`config.mk`:
```
export PLATFORM = sky130hd
export DESIGN_NAME = baud_tick_gen
export DESIGN_NICKNAME = d
export VERILOG_FILES = /design/src/rtl/baud_pkg.sv /design/src/rtl/baud_tick_gen_prescaler.sv /design/src/rtl/baud_tick_gen.sv
export SDC_FILE = /design/constraint.sdc
export NUM_CORES = 1
export LEC_CHECK = 0
export BUFFER_PORTS_ARGS = -buffer_cell sky130_fd_sc_hd__buf_2
export CAP_MARGIN = 20
export CORE_MARGIN = 5
export CORE_UTILIZATION = 55
export CTS_CLUSTER_DIAMETER = 100
export DETAILED_ROUTE_END_ITERATION = 10
export GPL_TIMING_DRIVEN = 0
export PLACE_DENSITY = 0.74
export SETUP_SLACK_MARGIN = 0.15
export SYNTH_ARGS = -nofsm -noshare
export SYNTH_HDL_FRONTEND = slang
export SYNTH_SLANG_ARGS = --single-unit
export TNS_END_PERCENT = 20
```
`constraint.sdc`:
```
create_clock -name clk -period 6.75 [get_ports clk]
set_input_delay 0.675 -clock clk [delete_from_list [all_inputs] [get_ports clk]]
set_output_delay 0.675 -clock clk [all_outputs]
set_load 0.05 [all_outputs]
```
`src/rtl/baud_pkg.sv`:
```
// Shared widths, divisor types and the divisor clamp for the baud tick generator.
package baud_pkg;

    localparam int unsigned DIV_W   = 16;
    localparam int unsigned FRAC_W  = 8;
    localparam int unsigned MIN_DIV = 2;

    typedef logic [DIV_W-1:0]  div_t;
    typedef logic [FRAC_W-1:0] frac_t;

    // Divisors below MIN_DIV would give a zero-length or single-cycle period.
    function automatic div_t clamp_div(input div_t val);
        return (val < DIV_W'(MIN_DIV)) ? DIV_W'(MIN_DIV) : val;
    endfunction

endpackage

```
`src/rtl/baud_tick_gen_prescaler.sv`:
```
// Clock prescaler: counts divisor cycles per oversample tick and raises term_c on the last one.
// With BAUD_FRAC_DIV_EN a fractional accumulator stretches selected periods by one cycle.
module baud_prescaler
    import baud_pkg::*;
(
    input  logic  clk,
    input  logic  rst,
    input  logic  enable,
    input  logic  restart,
    input  logic  clear,
    input  div_t  divisor,
`ifdef BAUD_FRAC_DIV_EN
    input  frac_t frac,
`endif
    output logic  term_c
);

    div_t pre_q;
    div_t pre_d;
    div_t last_c;

`ifdef BAUD_FRAC_DIV_EN
    frac_t           acc_q;
    frac_t           acc_d;
    logic            stretch_q;
    logic            stretch_d;
    logic [FRAC_W:0] sum_c;

    // A carry out of the accumulator lengthens the following period by one cycle.
    assign last_c = stretch_q ? divisor : divisor - DIV_W'(1);
    assign sum_c  = {1'b0, acc_q} + {1'b0, frac};

    always_comb begin
        acc_d     = acc_q;
        stretch_d = stretch_q;
        if (restart) begin
            acc_d     = '0;
            stretch_d = 1'b0;
        end else if (term_c) begin
            acc_d     = sum_c[FRAC_W-1:0];
            stretch_d = sum_c[FRAC_W];
        end
    end

    always_ff @(posedge clk or posedge rst) begin
        if (rst) begin
            acc_q     <= '0;
            stretch_q <= 1'b0;
        end else begin
            acc_q     <= acc_d;
            stretch_q <= stretch_d;
        end
    end
`else
    assign last_c = divisor - DIV_W'(1);
`endif

    assign term_c = enable & ~restart & (pre_q == last_c);

    // clear realigns the phase whenever the divisor changes outside a period boundary.
    always_comb begin
        pre_d = pre_q;
        if (restart || clear || term_c) begin
            pre_d = '0;
        end else if (enable) begin
            pre_d = pre_q + DIV_W'(1);
        end
    end

    always_ff @(posedge clk or posedge rst) begin
        if (rst) begin
            pre_q <= '0;
        end else begin
            pre_q <= pre_d;
        end
    end

endmodule

```
`src/rtl/baud_tick_gen.sv`:
```
// Bit-rate tick generator: oversample ticks, mid-bit and end-of-bit flags, bit-aligned divisor updates.
// Optional fractional divisor selected by macro BAUD_FRAC_DIV_EN.
module baud_tick_gen
    import baud_pkg::*;
#(
    parameter int unsigned DEFAULT_DIV = 27,
    parameter int unsigned OVERSAMPLE  = 16
) (
    input  logic                          clk,
    input  logic                          rst,
    input  logic                          enable,
    input  logic                          restart,
    input  logic                          div_wr,
    input  div_t                          div_val,
`ifdef BAUD_FRAC_DIV_EN
    input  frac_t                         div_frac,
`endif
    output logic                          div_busy,
    output logic                          sample_tick,
    output logic                          end_half_time,
    output logic                          end_bit_time,
    output logic [$clog2(OVERSAMPLE)-1:0] sample_idx
);

    localparam int unsigned       SUB_W    = $clog2(OVERSAMPLE);
    localparam logic [SUB_W-1:0]  SUB_LAST = SUB_W'(OVERSAMPLE - 1);
    localparam logic [SUB_W-1:0]  SUB_HALF = SUB_W'(OVERSAMPLE / 2 - 1);
    localparam div_t              RST_DIV  = DIV_W'(DEFAULT_DIV);

    div_t             div_q, div_d;
    div_t             shadow_q, shadow_d;
    logic             pending_q, pending_d;
    logic [SUB_W-1:0] sub_q, sub_d;
    logic             sample_tick_q, sample_tick_d;
    logic             end_half_q, end_half_d;
    logic             end_bit_q, end_bit_d;

    logic             term_c;
    logic             bit_end_c;
    logic             apply_c;
    logic             load_c;
    div_t             wr_div_c;

`ifdef BAUD_FRAC_DIV_EN
    frac_t            frac_q, frac_d;
    frac_t            frac_shadow_q, frac_shadow_d;
`endif

    assign wr_div_c  = clamp_div(div_val);
    assign bit_end_c = term_c & (sub_q == SUB_LAST);
    assign apply_c   = bit_end_c | restart | ~enable;
    assign load_c    = apply_c & (pending_q | div_wr);

    baud_prescaler u_prescaler (
        .clk     (clk),
        .rst     (rst),
        .enable  (enable),
        .restart (restart),
        .clear   (load_c & ~enable),
        .divisor (div_q),
`ifdef BAUD_FRAC_DIV_EN
        .frac    (frac_q),
`endif
        .term_c  (term_c)
    );

    // Sub index, divisor shadow/apply and tick output next-state.
    always_comb begin
        sub_d         = sub_q;
        div_d         = div_q;
        shadow_d      = shadow_q;
        pending_d     = pending_q;
        sample_tick_d = term_c;
        end_half_d    = term_c & (sub_q == SUB_HALF);
        end_bit_d     = bit_end_c;
`ifdef BAUD_FRAC_DIV_EN
        frac_d        = frac_q;
        frac_shadow_d = frac_shadow_q;
`endif

        if (restart) begin
            sub_d = '0;
        end else if (term_c) begin
            sub_d = (sub_q == SUB_LAST) ? '0 : sub_q + SUB_W'(1);
        end

        // A write landing on an apply edge goes straight to the live divisor.
        if (load_c) begin
            div_d     = div_wr ? wr_div_c : shadow_q;
            pending_d = 1'b0;
`ifdef BAUD_FRAC_DIV_EN
            frac_d    = div_wr ? div_frac : frac_shadow_q;
`endif
        end else if (div_wr) begin
            shadow_d      = wr_div_c;
            pending_d     = 1'b1;
`ifdef BAUD_FRAC_DIV_EN
            frac_shadow_d = div_frac;
`endif
        end
    end

    always_ff @(posedge clk or posedge rst) begin
        if (rst) begin
            sub_q         <= '0;
            div_q         <= RST_DIV;
            shadow_q      <= RST_DIV;
            pending_q     <= 1'b0;
            sample_tick_q <= 1'b0;
            end_half_q    <= 1'b0;
            end_bit_q     <= 1'b0;
`ifdef BAUD_FRAC_DIV_EN
            frac_q        <= '0;
            frac_shadow_q <= '0;
`endif
        end else begin
            sub_q         <= sub_d;
            div_q         <= div_d;
            shadow_q      <= shadow_d;
            pending_q     <= pending_d;
            sample_tick_q <= sample_tick_d;
            end_half_q    <= end_half_d;
            end_bit_q     <= end_bit_d;
`ifdef BAUD_FRAC_DIV_EN
            frac_q        <= frac_d;
            frac_shadow_q <= frac_shadow_d;
`endif
        end
    end

    assign div_busy      = pending_q;
    assign sample_tick   = sample_tick_q;
    assign end_half_time = end_half_q;
    assign end_bit_time  = end_bit_q;
    assign sample_idx    = sub_q;

endmodule
```
==> impl_metrics.xml, run 1 <==
<?xml version="1.0" encoding="UTF-8"?>
<metrics>
  <group name="detailed_routing">
    <metric name="post-route-drc-count" unit="">0</metric>
    <metric name="route.vias.total" unit="">3324</metric>
    <metric name="firstDrtPassIters" unit="">5</metric>
    <metric name="initialDrtViolationCount" unit="">235</metric>
    <metric name="route.antenna.remaining_nets" unit="">0</metric>
    <metric name="drt-wirelength-per-cell" unit="um">17.36</metric>
    <metric name="routed_via_density" unit="">6.190</metric>
    <metric name="drt_wl_total" unit="um">9320</metric>
  </group>
  <group name="yosys">
    <metric name="synthesis.instances" unit="">422</metric>
    <metric name="ys_seq_area_share" unit="%">37.36</metric>
    <metric name="synthesis.nets" unit="">446</metric>
    <metric name="post_synth.cell_area_avg" unit="um2">8.951</metric>
    <metric name="async_reset_ff_share" unit="%">100.0</metric>
    <metric name="syn_area" unit="mm2">0.003777</metric>
    <metric name="postSynthRegisterBits" unit="">56</metric>
    <metric name="synth_cell_types" unit="">66</metric>
    <metric name="synth-main-ff-cell" unit="">dfrtp_1</metric>
    <metric name="synth_enable_flop_cells" unit="">0</metric>
    <metric name="synth-warning-count" unit="">0</metric>
  </group>
  <group name="layout">
    <metric name="most_frequent_cells_in_the_layout" unit="">dfrtp_1, nor3_1, nor2_1</metric>
    <metric name="areaGrowthSynthToFinish" unit="%">9.010</metric>
    <metric name="multi_input_combinational_cell_area" unit="mm2">0.002163</metric>
    <metric name="fill_cell_total_of_the_finished_layout" unit="">627</metric>
    <metric name="layout.area.seq" unit="mm2">0.001411</metric>
    <metric name="mostFrequentLayoutCell" unit="">dfrtp_1</metric>
    <metric name="n_antenna_cell" unit="">0</metric>
    <metric name="fin_nets" unit="">480</metric>
    <metric name="drive_above_1_share" unit="%">16.63</metric>
  </group>
  <group name="die">
    <metric name="placementRows" unit="">30</metric>
    <metric name="die-height" unit="um">92.88</metric>
    <metric name="dieArea" unit="mm2">0.008626</metric>
    <metric name="core_region_area" unit="mm2">0.006756</metric>
    <metric name="dieWidth" unit="um">92.88</metric>
    <metric name="initial_core_util" unit="%">55.91</metric>
    <metric name="num_io_pins" unit="">29</metric>
  </group>
  <group name="sta">
    <metric name="setup-tns-final" unit="ns">0</metric>
    <metric name="setup_viol" unit="">0</metric>
    <metric name="achievable-frequency" unit="GHz">0.2568</metric>
    <metric name="final_hold_viol_count" unit="">0</metric>
    <metric name="worst-slew-pin-transition" unit="ns">1.079</metric>
    <metric name="timing.clock.skew" unit="ns">0.01839</metric>
    <metric name="slew_viol_final" unit="">0</metric>
    <metric name="timing.slew.headroom" unit="%">27.46</metric>
    <metric name="final.period_utilization" unit="%">57.68</metric>
    <metric name="grt_setup_unrepaired" unit="">no</metric>
    <metric name="post-route-min-period" unit="ns">3.894</metric>
  </group>
  <group name="power_and_ir_drop">
    <metric name="power.ir.vdd_worst" unit="uV">135.3</metric>
    <metric name="power_frac_comb" unit="%">28.3</metric>
    <metric name="power_leakage" unit="nW">1.671</metric>
    <metric name="report.power.total" unit="mW">0.8525</metric>
    <metric name="fraction_of_power_consumed_by_the_clock_network" unit="%">23.1</metric>
    <metric name="powerDensity" unit="mW/mm2">207.0</metric>
    <metric name="internal-power" unit="mW">0.5606</metric>
    <metric name="switching_share" unit="%">34.24</metric>
    <metric name="reported_net_switching_power" unit="mW">0.2919</metric>
    <metric name="sequentialPowerShare" unit="%">48.6</metric>
  </group>
  <group name="cts">
    <metric name="insertion_delay" unit="ns">0.33</metric>
    <metric name="post_cts_gate_resize_count" unit="">0</metric>
    <metric name="cts_htree_levels" unit="">2</metric>
    <metric name="post_cts_buffers" unit="">0</metric>
    <metric name="cts_root_buffer" unit="">clkbuf_8</metric>
    <metric name="number_of_clock_buffers_inserted_by_tritoncts" unit="">5</metric>
    <metric name="cts_hold_buffers" unit="">0</metric>
    <metric name="ctsLongestPathBuffers" unit="">2</metric>
    <metric name="cts.clk_slew.worst_paths" unit="ns">0.12</metric>
    <metric name="clock_sinks" unit="">56</metric>
    <metric name="cts_tree" unit="">built</metric>
  </group>
  <group name="critical_path">
    <metric name="critical_path_peak_fanout" unit="">10</metric>
    <metric name="regToRegEndpoint" unit="">div_q[5]</metric>
    <metric name="worst_path_max_delay_cell" unit="">nor4_2</metric>
    <metric name="critPathKind" unit="">flop to flop</metric>
    <metric name="path_delay_family" unit="">simple AND/OR/NAND/NOR gates</metric>
    <metric name="critical_path.reg2reg.startpoint" unit="">div_q[0]</metric>
    <metric name="reg2reg_depth" unit="">10</metric>
    <metric name="timing.critical_path.depth" unit="">10</metric>
    <metric name="path_cells" unit="">inv_1, ha_1, nor4b_1, and3_1, nor3_1, or2_2, nor4_2, clkbuf_1, a21oi_1, nor3_1</metric>
    <metric name="slowest_delay" unit="ns">0.81</metric>
    <metric name="cpMostUsedCell" unit="">nor3_1</metric>
    <metric name="worst-path-buf-inv" unit="">2</metric>
    <metric name="crit_path_start_kind" unit="">flop</metric>
    <metric name="timing.reg2reg.setup_slack" unit="ns">2.86</metric>
    <metric name="critPathArrivalTime" unit="ns">4.14</metric>
    <metric name="worst_setup_path_end_kind" unit="">flop</metric>
    <metric name="cp.required" unit="ns">7.00</metric>
  </group>
  <group name="global_routing">
    <metric name="first_global_vias" unit="">3358</metric>
    <metric name="grt_antenna_before_repair" unit="">0</metric>
    <metric name="grt-ovfl-total" unit="">0</metric>
    <metric name="grt_first_pass_wirelength" unit="um">16390</metric>
    <metric name="grt.total_usage" unit="%">23.42</metric>
    <metric name="grt_max_degree" unit="">43</metric>
  </group>
  <group name="placed_design">
    <metric name="dpl.hpwl" unit="um">6950</metric>
    <metric name="place.gp.congestion" unit="">0.8902</metric>
    <metric name="port_buffers" unit="">26</metric>
  </group>
  <group name="hold_path">
    <metric name="class_of_the_tightest_hold_or_removal_check" unit="">input port to asynchronous set/reset pin</metric>
  </group>
  <group name="status">
    <metric name="outcome" unit="">finished, final reports clean</metric>
  </group>
  <group name="flow_run">
    <metric name="max_cap_viol_count" unit="">0</metric>
  </group>
</metrics>
## cell usage after synthesis (3+ instances only)
library cell,n,area (um2)
dfrtp_1,48,1201
nor3_1,37,185.2
nor2_1,34,127.6
nand2_1,29,108.9
clkbuf_1,25,93.84
nand3_1,25,125.1
xor2_1,19,166.4
a21oi_1,18,90.09
nand2b_1,18,112.6
o221ai_1,15,131.4
mux2i_1,14,140.1
inv_1,11,41.29
xnor2_1,11,96.34
nand4_1,9,56.30
dfstp_2,8,210.2
mux2_4,8,120.1
and3_1,6,37.54
mux2_2,6,67.56
nor4_1,5,31.28
o21ai_0,5,25.02
and2_1,4,25.02
or2_2,4,25.02
a41oi_1,3,26.28
buf_6,3,33.78
ha_1,3,37.54
o211ai_1,3,22.52
or3_1,3,18.77
## power by group through the flow
| stage | Clock (mW) | Sequential [mW] | Combinational, mW |
|---|---|---|---|
| 6_report | 0.197 | 0.414 | 0.242 |
| 5_1_grt | 0.214 | 0.421 | 0.269 |
| 4_1_cts | 0.200 | 0.413 | 0.241 |
| 3_5_place_dp | 0 | 0.420 | 0.240 |
| 3_3_place_gp | 0 | 0.418 | 0.232 |
| 2_1_floorplan | 0 | 0.409 | 0.188 |
## metrics by stage
step / utilization (%) / instances / instance area (um2) / hold WS (ns) / setup WS (ns)
finish: 60.94 / 537 / 4118 / 0.2908 / 2.856
global route: 60.94 / 537 / 4118 / 0.3123 / 2.497
CTS: 60.94 / 537 / 4118 / 0.3004 / 2.876
detailed placement: 59.61 / 529 / 4028 / 0.4901 / 2.903
global placement: 59.31 / 528 / 4008 / 0.4805 / 2.912
floorplan: - / 422 / 3777 / 0.4651 / 3.408
## worst reg2reg max path: stages (launching register included)
cell and delay [ns]:
dfstp_2 0.41, inv_1 0.10, ha_1 0.27, nor4b_1 0.73, and3_1 0.27, nor3_1 0.07, or2_2 0.31, nor4_2 0.81
clkbuf_1 0.49, a21oi_1 0.15, nor3_1 0.21
## flip-flops by register name (all words and copies together) (netlist names)
signal             cells
div_q                 16
shadow_q              16
u_prescaler.pre_q     16
sample_idx             4
div_busy               1
end_bit_time           1
end_half_time          1
sample_tick            1
## final cells by class
type                            instances  share of cell area (%)
Clock buffer                            5                   1.671
Sequential cell                        56                   34.28
Multi-Input combinational cell        323                   52.54
Tap cell                               80                   2.431
Timing Repair Buffer                   27                   3.646
Buffer                                 32                   3.920
Clock inverter                          3                  0.5166
Inverter                               11                   1.003
## logic make-up (layout without fill, tap and decap cells)
logic type	Yosys count	after routing	share of synthesized area (%)
xor gates and xnor gates	30	30	6.956
muxes	28	28	8.678
buffers and inverters	43	78	5.366
adders and majority gates	3	3	0.9938
and+or+nand+nor	188	188	25.97
DFF	56	56	37.36
AOI/OAI and AO/OA	74	74	14.67
## routing by layer
metal / global-route usage (%) / wire [um]
met1: 31.45 / 4257
met2: 38.15 / 4412
met3: 4.955 / 490
met4: 6.593 / 159
met5: 0 / 0
## worst max-delay path by stage
stage          startpoint           to  slack [ns]
6_report         div_q[0]     div_q[5]        2.86
4_1_cts          div_q[0]     div_q[5]        2.88
5_1_grt          div_q[0]     div_q[2]        2.50
2_1_floorplan    div_q[0]  shadow_q[2]        3.41
3_3_place_gp     div_q[0]     div_q[3]        2.91
3_5_place_dp     div_q[0]     div_q[5]        2.90
Power figures use the tool's default switching activity.
==> inputs of run 2 (changes only) <==
--- a/config.mk
+++ b/config.mk
@@ -12,7 +12,7 @@
 export CTS_CLUSTER_DIAMETER = 100
 export DETAILED_ROUTE_END_ITERATION = 10
 export GPL_TIMING_DRIVEN = 0
-export PLACE_DENSITY = 0.74
+export PLACE_DENSITY = 0.77
 export SETUP_SLACK_MARGIN = 0.15
 export SYNTH_ARGS = -nofsm -noshare
 export SYNTH_HDL_FRONTEND = slang
==> constraint.sdc (replaced) <==
create_clock -name clk -period 3.17 [get_ports clk]
set_input_delay 0.317 -clock clk [delete_from_list [all_inputs] [get_ports clk]]
set_output_delay 0.317 -clock clk [all_outputs]
set_load 0.05 [all_outputs]
==> impl_metrics.xml, run 2 (synthesis gave the netlist of run 1 again) <==
<?xml version="1.0" encoding="UTF-8"?>
<metrics>
  <group name="status">
    <metric name="failing_checks" unit="">setup timing</metric>
    <metric name="outcome" unit="">complete, but fails checks</metric>
  </group>
  <group name="layout">
    <metric name="most_frequent_cells_in_the_layout" unit="">dfrtp_1, nor2_1, nand2_1</metric>
    <metric name="drive_above_1_share" unit="%">29.13</metric>
    <metric name="fill_cell_total_of_the_finished_layout" unit="">542</metric>
    <metric name="final_core_util" unit="%">69.15</metric>
    <metric name="mostFrequentLayoutCell" unit="">dfrtp_1</metric>
    <metric name="fin_nets" unit="">507</metric>
    <metric name="design_area" unit="mm2">0.004672</metric>
    <metric name="finalNonFillerCells" unit="">564</metric>
    <metric name="areaGrowthSynthToFinish" unit="%">23.68</metric>
    <metric name="n_antenna_cell" unit="">0</metric>
    <metric name="layout_top_registers" unit="">div_q (16), shadow_q (16), u_prescaler.pre_q (16)</metric>
  </group>
  <group name="detailed_routing">
    <metric name="route.antenna.remaining_nets" unit="">0</metric>
    <metric name="firstDrtPassIters" unit="">7</metric>
    <metric name="met1_length" unit="um">4362</metric>
    <metric name="drt_wl_total" unit="um">10450</metric>
    <metric name="topRoutingLayerUsed" unit="">met4</metric>
    <metric name="route.met2.wl" unit="um">5316</metric>
    <metric name="post-route-drc-count" unit="">0</metric>
    <metric name="drt-wirelength-per-cell" unit="um">18.53</metric>
    <metric name="wl_met3" unit="um">599</metric>
    <metric name="initialDrtViolationCount" unit="">217</metric>
    <metric name="routed_via_density" unit="">6.365</metric>
    <metric name="route.vias.total" unit="">3590</metric>
  </group>
  <group name="placed_design">
    <metric name="dpl.hpwl" unit="um">6963</metric>
    <metric name="port_buffers" unit="">26</metric>
    <metric name="place.gp.congestion" unit="">0.8557</metric>
    <metric name="post-place-cells" unit="">529</metric>
    <metric name="place_area" unit="mm2">0.004040</metric>
    <metric name="dpl_worst_slack" unit="ns">-0.6065</metric>
  </group>
  <group name="critical_path">
    <metric name="regToRegEndpoint" unit="">shadow_q[6]</metric>
    <metric name="crit_path_start_kind" unit="">flop</metric>
    <metric name="critical_path_peak_fanout" unit="">5</metric>
    <metric name="crit_path_start" unit="">div_q[1]</metric>
    <metric name="cp.required" unit="ns">3.38</metric>
    <metric name="worst_setup_path_end_kind" unit="">flop</metric>
    <metric name="timing.reg2reg.setup_slack" unit="ns">-0.17</metric>
    <metric name="critPathKind" unit="">flop to flop</metric>
    <metric name="critPathArrivalTime" unit="ns">3.55</metric>
    <metric name="crit_path_end" unit="">shadow_q[6]</metric>
    <metric name="reg2reg_depth" unit="">11</metric>
    <metric name="critical_path.reg2reg.startpoint" unit="">div_q[1]</metric>
  </group>
  <group name="cts">
    <metric name="cts.clk_slew.worst_paths" unit="ns">0.11</metric>
    <metric name="cts_root_buffer" unit="">clkbuf_8</metric>
    <metric name="cts_tree" unit="">built</metric>
    <metric name="insertion_delay" unit="ns">0.31</metric>
    <metric name="cts_htree_levels" unit="">2</metric>
    <metric name="clock_sinks" unit="">56</metric>
    <metric name="ctsLongestPathBuffers" unit="">2</metric>
    <metric name="number_of_clock_buffers_inserted_by_tritoncts" unit="">5</metric>
  </group>
  <group name="sta">
    <metric name="final_hold_viol_count" unit="">0</metric>
    <metric name="hold_ws" unit="ns">0.2386</metric>
    <metric name="timing.slew.headroom" unit="%">49.88</metric>
    <metric name="final.period_utilization" unit="%">105.4</metric>
    <metric name="setup-tns-final" unit="ns">-2.071</metric>
    <metric name="setup_viol" unit="">15</metric>
    <metric name="fin_ws" unit="ns">-0.1706</metric>
    <metric name="achievable-frequency" unit="GHz">0.2993</metric>
    <metric name="slew_viol_final" unit="">0</metric>
    <metric name="post-route-min-period" unit="ns">3.341</metric>
    <metric name="grt_setup_unrepaired" unit="">yes</metric>
    <metric name="worst-slew-pin-transition" unit="ns">0.7490</metric>
    <metric name="timing.clock.skew" unit="ns">0.008154</metric>
  </group>
  <group name="die">
    <metric name="dieArea" unit="mm2">0.008626</metric>
    <metric name="die-height" unit="um">92.88</metric>
    <metric name="initial_core_util" unit="%">55.91</metric>
    <metric name="core_region_area" unit="mm2">0.006756</metric>
    <metric name="placementRows" unit="">30</metric>
    <metric name="dieWidth" unit="um">92.88</metric>
    <metric name="num_io_pins" unit="">29</metric>
  </group>
  <group name="power_and_ir_drop">
    <metric name="report.power.total" unit="mW">1.989</metric>
    <metric name="power.ir.vdd_worst" unit="uV">284.5</metric>
    <metric name="power_leakage" unit="nW">1.962</metric>
    <metric name="powerDensity" unit="mW/mm2">425.8</metric>
  </group>
  <group name="global_routing">
    <metric name="grt_antenna_before_repair" unit="">0</metric>
    <metric name="grt-ovfl-total" unit="">0</metric>
    <metric name="grt_max_degree" unit="">41</metric>
    <metric name="grt_first_pass_wirelength" unit="um">17350</metric>
    <metric name="first_global_vias" unit="">3589</metric>
    <metric name="grt.total_usage" unit="%">24.80</metric>
  </group>
  <group name="hold_path">
    <metric name="class_of_the_tightest_hold_or_removal_check" unit="">input port to flop</metric>
  </group>
  <group name="flow_run">
    <metric name="max_cap_viol_count" unit="">0</metric>
  </group>
</metrics>
[run 2: cell count changes in the layout (fill, tap and decap cells not counted), moves of 4 or more]
cell	change
buf_4	+24
nor3_2	+10
nor3_4	+6
nor3_1	-16
clkbuf_1	-5
buf_6	+4
[run 2: how the worst min path moves through the flow]
stage | startpoint | endpoint | slack (ns) | cells after the start
global route | restart | u_prescaler.pre_q[1] | 0.25 | 2
global placement | shadow_q[0] | shadow_q[0] | 0.48 | 2
CTS | restart | u_prescaler.pre_q[1] | 0.23 | 2
floorplan | restart | u_prescaler.pre_q[1] | 0.39 | 1
detailed placement | rst | u_prescaler.pre_q[2] | 0.32 | 2
finish | restart | u_prescaler.pre_q[1] | 0.24 | 2
[run 2: report_power, final]
| group | switching (mW) | leakage (nW) | internal [mW] | total [mW] |
|---|---|---|---|---|
| Combinational | 0.368 | 1.21 | 0.320 | 0.688 |
| Clock | 0.257 | 0.0456 | 0.159 | 0.416 |
| Sequential | 0.0781 | 0.706 | 0.808 | 0.886 |
[run 2: layout make-up]
cell class	instances	area (um2)	area share, %
tap	80	100.1	2.142
clock inverter	2	13.76	0.2946
timing repair buffer	54	399.1	8.543
clock buffer	6	72.57	1.553
multi-input combinational	323	2415	51.69
inverter	11	41.29	0.8838
buffer	32	219.0	4.687
sequential	56	1411	30.21
[run 2: metal layers]
layer  GRT usage [%]  vias up
met5               0        -
met4           5.861        0
met3           3.899       23
met2           42.89      150
met1           32.51     1755
li1                -     1662
[run 2: critical path: stages, from the launching register on]
cell	delay [ns]
dfstp_2	0.39
inv_2	0.07
ha_4	0.14
or4b_4	0.50
or3_4	0.35
a21o_1	0.19
a2111o_1	0.37
a211o_1	0.31
o311a_1	0.34
buf_6	0.15
buf_12	0.13
mux2_4	0.29
[run 2: repair_timing]
item | in CTS | in global routing
endpoints found under the setup margin | 52 | 54
endpoints found under the hold margin | 16 | 0
resized for setup | 44 | 29
buffers inserted | 17 | 8
pin swaps | 11 | 23
gates cloned | 1 | 0
hold buffers | 1 | 0
==> inputs of run 3 (changes only) <==
--- a/config.mk
+++ b/config.mk
@@ -8,12 +8,10 @@
 export BUFFER_PORTS_ARGS = -buffer_cell sky130_fd_sc_hd__buf_2
 export CAP_MARGIN = 20
 export CORE_MARGIN = 5
-export CORE_UTILIZATION = 55
+export CORE_UTILIZATION = 30
 export CTS_CLUSTER_DIAMETER = 100
 export DETAILED_ROUTE_END_ITERATION = 10
 export GPL_TIMING_DRIVEN = 0
-export PLACE_DENSITY = 0.77
-export SETUP_SLACK_MARGIN = 0.15
 export SYNTH_ARGS = -nofsm -noshare
 export SYNTH_HDL_FRONTEND = slang
 export SYNTH_SLANG_ARGS = --single-unit
==> impl_metrics.xml, run 3 (synthesis gave the netlist of run 1 again) <==
<?xml version="1.0" encoding="UTF-8"?>
<metrics>
  <group name="status">
    <metric name="outcome" unit="">complete, but fails checks</metric>
    <metric name="failing_checks" unit="">setup timing</metric>
  </group>
  <group name="detailed_routing">
    <metric name="initialDrtViolationCount" unit="">172</metric>
    <metric name="drt_wl_total" unit="um">10290</metric>
    <metric name="post-route-drc-count" unit="">0</metric>
    <metric name="route.antenna.remaining_nets" unit="">0</metric>
    <metric name="firstDrtPassIters" unit="">4</metric>
    <metric name="routed_via_density" unit="">5.283</metric>
    <metric name="route.vias.total" unit="">3450</metric>
    <metric name="drt-wirelength-per-cell" unit="um">15.76</metric>
  </group>
  <group name="power_and_ir_drop">
    <metric name="power_leakage" unit="nW">1.883</metric>
    <metric name="powerDensity" unit="mW/mm2">462.7</metric>
    <metric name="power.ir.vdd_worst" unit="uV">252.7</metric>
  </group>
  <group name="placed_design">
    <metric name="place.gp.congestion" unit="">0.8507</metric>
    <metric name="dpl_worst_slack" unit="ns">-0.6699</metric>
    <metric name="dpl.hpwl" unit="um">7427</metric>
    <metric name="place_area" unit="mm2">0.004155</metric>
    <metric name="port_buffers" unit="">26</metric>
  </group>
  <group name="die">
    <metric name="die-height" unit="um">122.2</metric>
    <metric name="placementRows" unit="">41</metric>
    <metric name="num_io_pins" unit="">29</metric>
    <metric name="dieArea" unit="mm2">0.01494</metric>
    <metric name="core_region_area" unit="mm2">0.01247</metric>
    <metric name="dieWidth" unit="um">122.2</metric>
    <metric name="initial_core_util" unit="%">30.30</metric>
  </group>
  <group name="global_routing">
    <metric name="met2_usage" unit="%">23.91</metric>
    <metric name="first_global_vias" unit="">3501</metric>
    <metric name="grt_max_degree" unit="">39</metric>
    <metric name="grt_antenna_before_repair" unit="">0</metric>
    <metric name="globalRouteMet1Util" unit="%">18.57</metric>
    <metric name="grt.total_usage" unit="%">14.15</metric>
    <metric name="busiest_layer_in_global_routing" unit="">met2</metric>
    <metric name="grt_use_met3" unit="%">1.797</metric>
    <metric name="grt-ovfl-total" unit="">0</metric>
    <metric name="grt_first_pass_wirelength" unit="um">17140</metric>
  </group>
  <group name="cts">
    <metric name="number_of_clock_buffers_inserted_by_tritoncts" unit="">5</metric>
    <metric name="cts_root_buffer" unit="">clkbuf_16</metric>
    <metric name="cts.clk_slew.worst_paths" unit="ns">0.08</metric>
    <metric name="insertion_delay" unit="ns">0.30</metric>
    <metric name="clock_sinks" unit="">56</metric>
    <metric name="cts_tree" unit="">built</metric>
    <metric name="cts_htree_levels" unit="">2</metric>
    <metric name="ctsLongestPathBuffers" unit="">2</metric>
  </group>
  <group name="critical_path">
    <metric name="regToRegEndpoint" unit="">shadow_q[2]</metric>
    <metric name="worst_path_max_delay_cell" unit="">or4b_4</metric>
    <metric name="critical_path.reg2reg.startpoint" unit="">div_q[0]</metric>
    <metric name="critical_path_peak_fanout" unit="">5</metric>
    <metric name="worst_setup_path_end_kind" unit="">flop</metric>
    <metric name="path_cells" unit="">inv_2, ha_4, or4b_4, or3_4, a21o_1, a2111o_1, a211o_1, o311a_1, buf_6, buf_12, mux2_4</metric>
    <metric name="crit_path_start_kind" unit="">flop</metric>
    <metric name="critPathKind" unit="">flop to flop</metric>
    <metric name="cp.required" unit="ns">3.36</metric>
    <metric name="slowest_delay" unit="ns">0.50</metric>
    <metric name="reg2reg_depth" unit="">11</metric>
    <metric name="timing.reg2reg.setup_slack" unit="ns">-0.1</metric>
    <metric name="critPathArrivalTime" unit="ns">3.46</metric>
  </group>
  <group name="layout">
    <metric name="areaGrowthSynthToFinish" unit="%">23.55</metric>
    <metric name="drive_above_1_share" unit="%">25.16</metric>
    <metric name="most_frequent_cells_in_the_layout" unit="">dfrtp_1, nor3_1, nor2_1</metric>
    <metric name="fin_nets" unit="">504</metric>
    <metric name="layout_top_registers" unit="">div_q (16), shadow_q (16), u_prescaler.pre_q (16)</metric>
    <metric name="design_area" unit="mm2">0.004667</metric>
    <metric name="mostFrequentLayoutCell" unit="">dfrtp_1</metric>
    <metric name="n_antenna_cell" unit="">0</metric>
    <metric name="final_core_util" unit="%">37.44</metric>
  </group>
  <group name="sta">
    <metric name="achievable-frequency" unit="GHz">0.3061</metric>
    <metric name="setup_viol" unit="">14</metric>
    <metric name="slew_viol_final" unit="">0</metric>
    <metric name="grt_setup_unrepaired" unit="">yes</metric>
    <metric name="fin_ws" unit="ns">-0.09683</metric>
    <metric name="final.period_utilization" unit="%">103.1</metric>
    <metric name="final_hold_viol_count" unit="">0</metric>
    <metric name="timing.clock.skew" unit="ns">0.01057</metric>
    <metric name="timing.slew.headroom" unit="%">51.82</metric>
    <metric name="setup-tns-final" unit="ns">-1.114</metric>
    <metric name="worst-slew-pin-transition" unit="ns">0.7200</metric>
    <metric name="post-route-min-period" unit="ns">3.267</metric>
  </group>
  <group name="hold_path">
    <metric name="class_of_the_tightest_hold_or_removal_check" unit="">input port to asynchronous set/reset pin</metric>
  </group>
  <group name="flow_run">
    <metric name="max_cap_viol_count" unit="">0</metric>
  </group>
</metrics>
[run 3: cell count changes in the layout (fill, tap and decap cells not counted), sizes merged]
cell,change
clkinv,-1
dlygate4sd3,-1
bufinv,+1
buf,-6
clkbuf,+4
[run 3: repair_timing]
action	CTS	global route
pin swaps	10	4
setup buffers	17	9
gates cloned	1	0
setup endpoints to repair	52	42
hold buffers	0	0
resized for setup	20	10
[run 3: layout make-up]
| cell class | instances | area, um2 |
|---|---|---|
| plain buffers | 29 | 165.2 |
| clock buffers | 6 | 128.9 |
| clock inverters | 2 | 38.79 |
| fillers | 1217 | 7799 |
| inverters | 11 | 41.29 |
| multi-input cells | 323 | 2292 |
| flip-flops and latches | 56 | 1413 |
| well taps | 172 | 215.2 |
| repair buffers | 54 | 372.9 |
[run 3: worst max-delay path by stage]
stage,startpoint,end,depth (start not counted)
after floorplan,div_q[0],shadow_q[2],11
after global placement,div_q[5],div_q[3],9
after detailed placement,div_q[5],div_q[6],9
after CTS,div_q[0],shadow_q[2],11
after global routing,div_q[0],shadow_q[2],11
final,div_q[0],shadow_q[2],11
[run 3: critical path: cells and delay by family, from the launching register on]
family | cells | cell delay, ns
compound gates | 4 | 1.13
fa+ha+maj | 1 | 0.13
buf+inv | 3 | 0.35
mux | 1 | 0.29
flops | 1 | 0.38
simple gates | 2 | 0.86
[run 3: metal layers]
| metal | up-vias | routed length (um) |
|---|---|---|
| met3 | 12 | 417 |
| met2 | 96 | 5116 |
| met1 | 1684 | 4588 |
| met5 | - | 0 |
| met4 | 0 | 169 |
| li1 | 1658 | - |
[run 3: per-stage QoR]
stage                     hold slack [ns]  instances  total power, mW
after global placement             0.4766        620            1.399
after floorplan                    0.3905        422            1.281
after detailed placement           0.3481        621            1.419
after global routing              0.05286        653            2.262
after CTS                         0.03081        644            2.130
final                             0.01693        653            2.160
[run 3: report_power, final]
group          internal [mW]  switching, mW
Sequential             0.809         0.0887
Combinational          0.288          0.326
Clock                  0.377          0.270
Total                   1.47          0.686
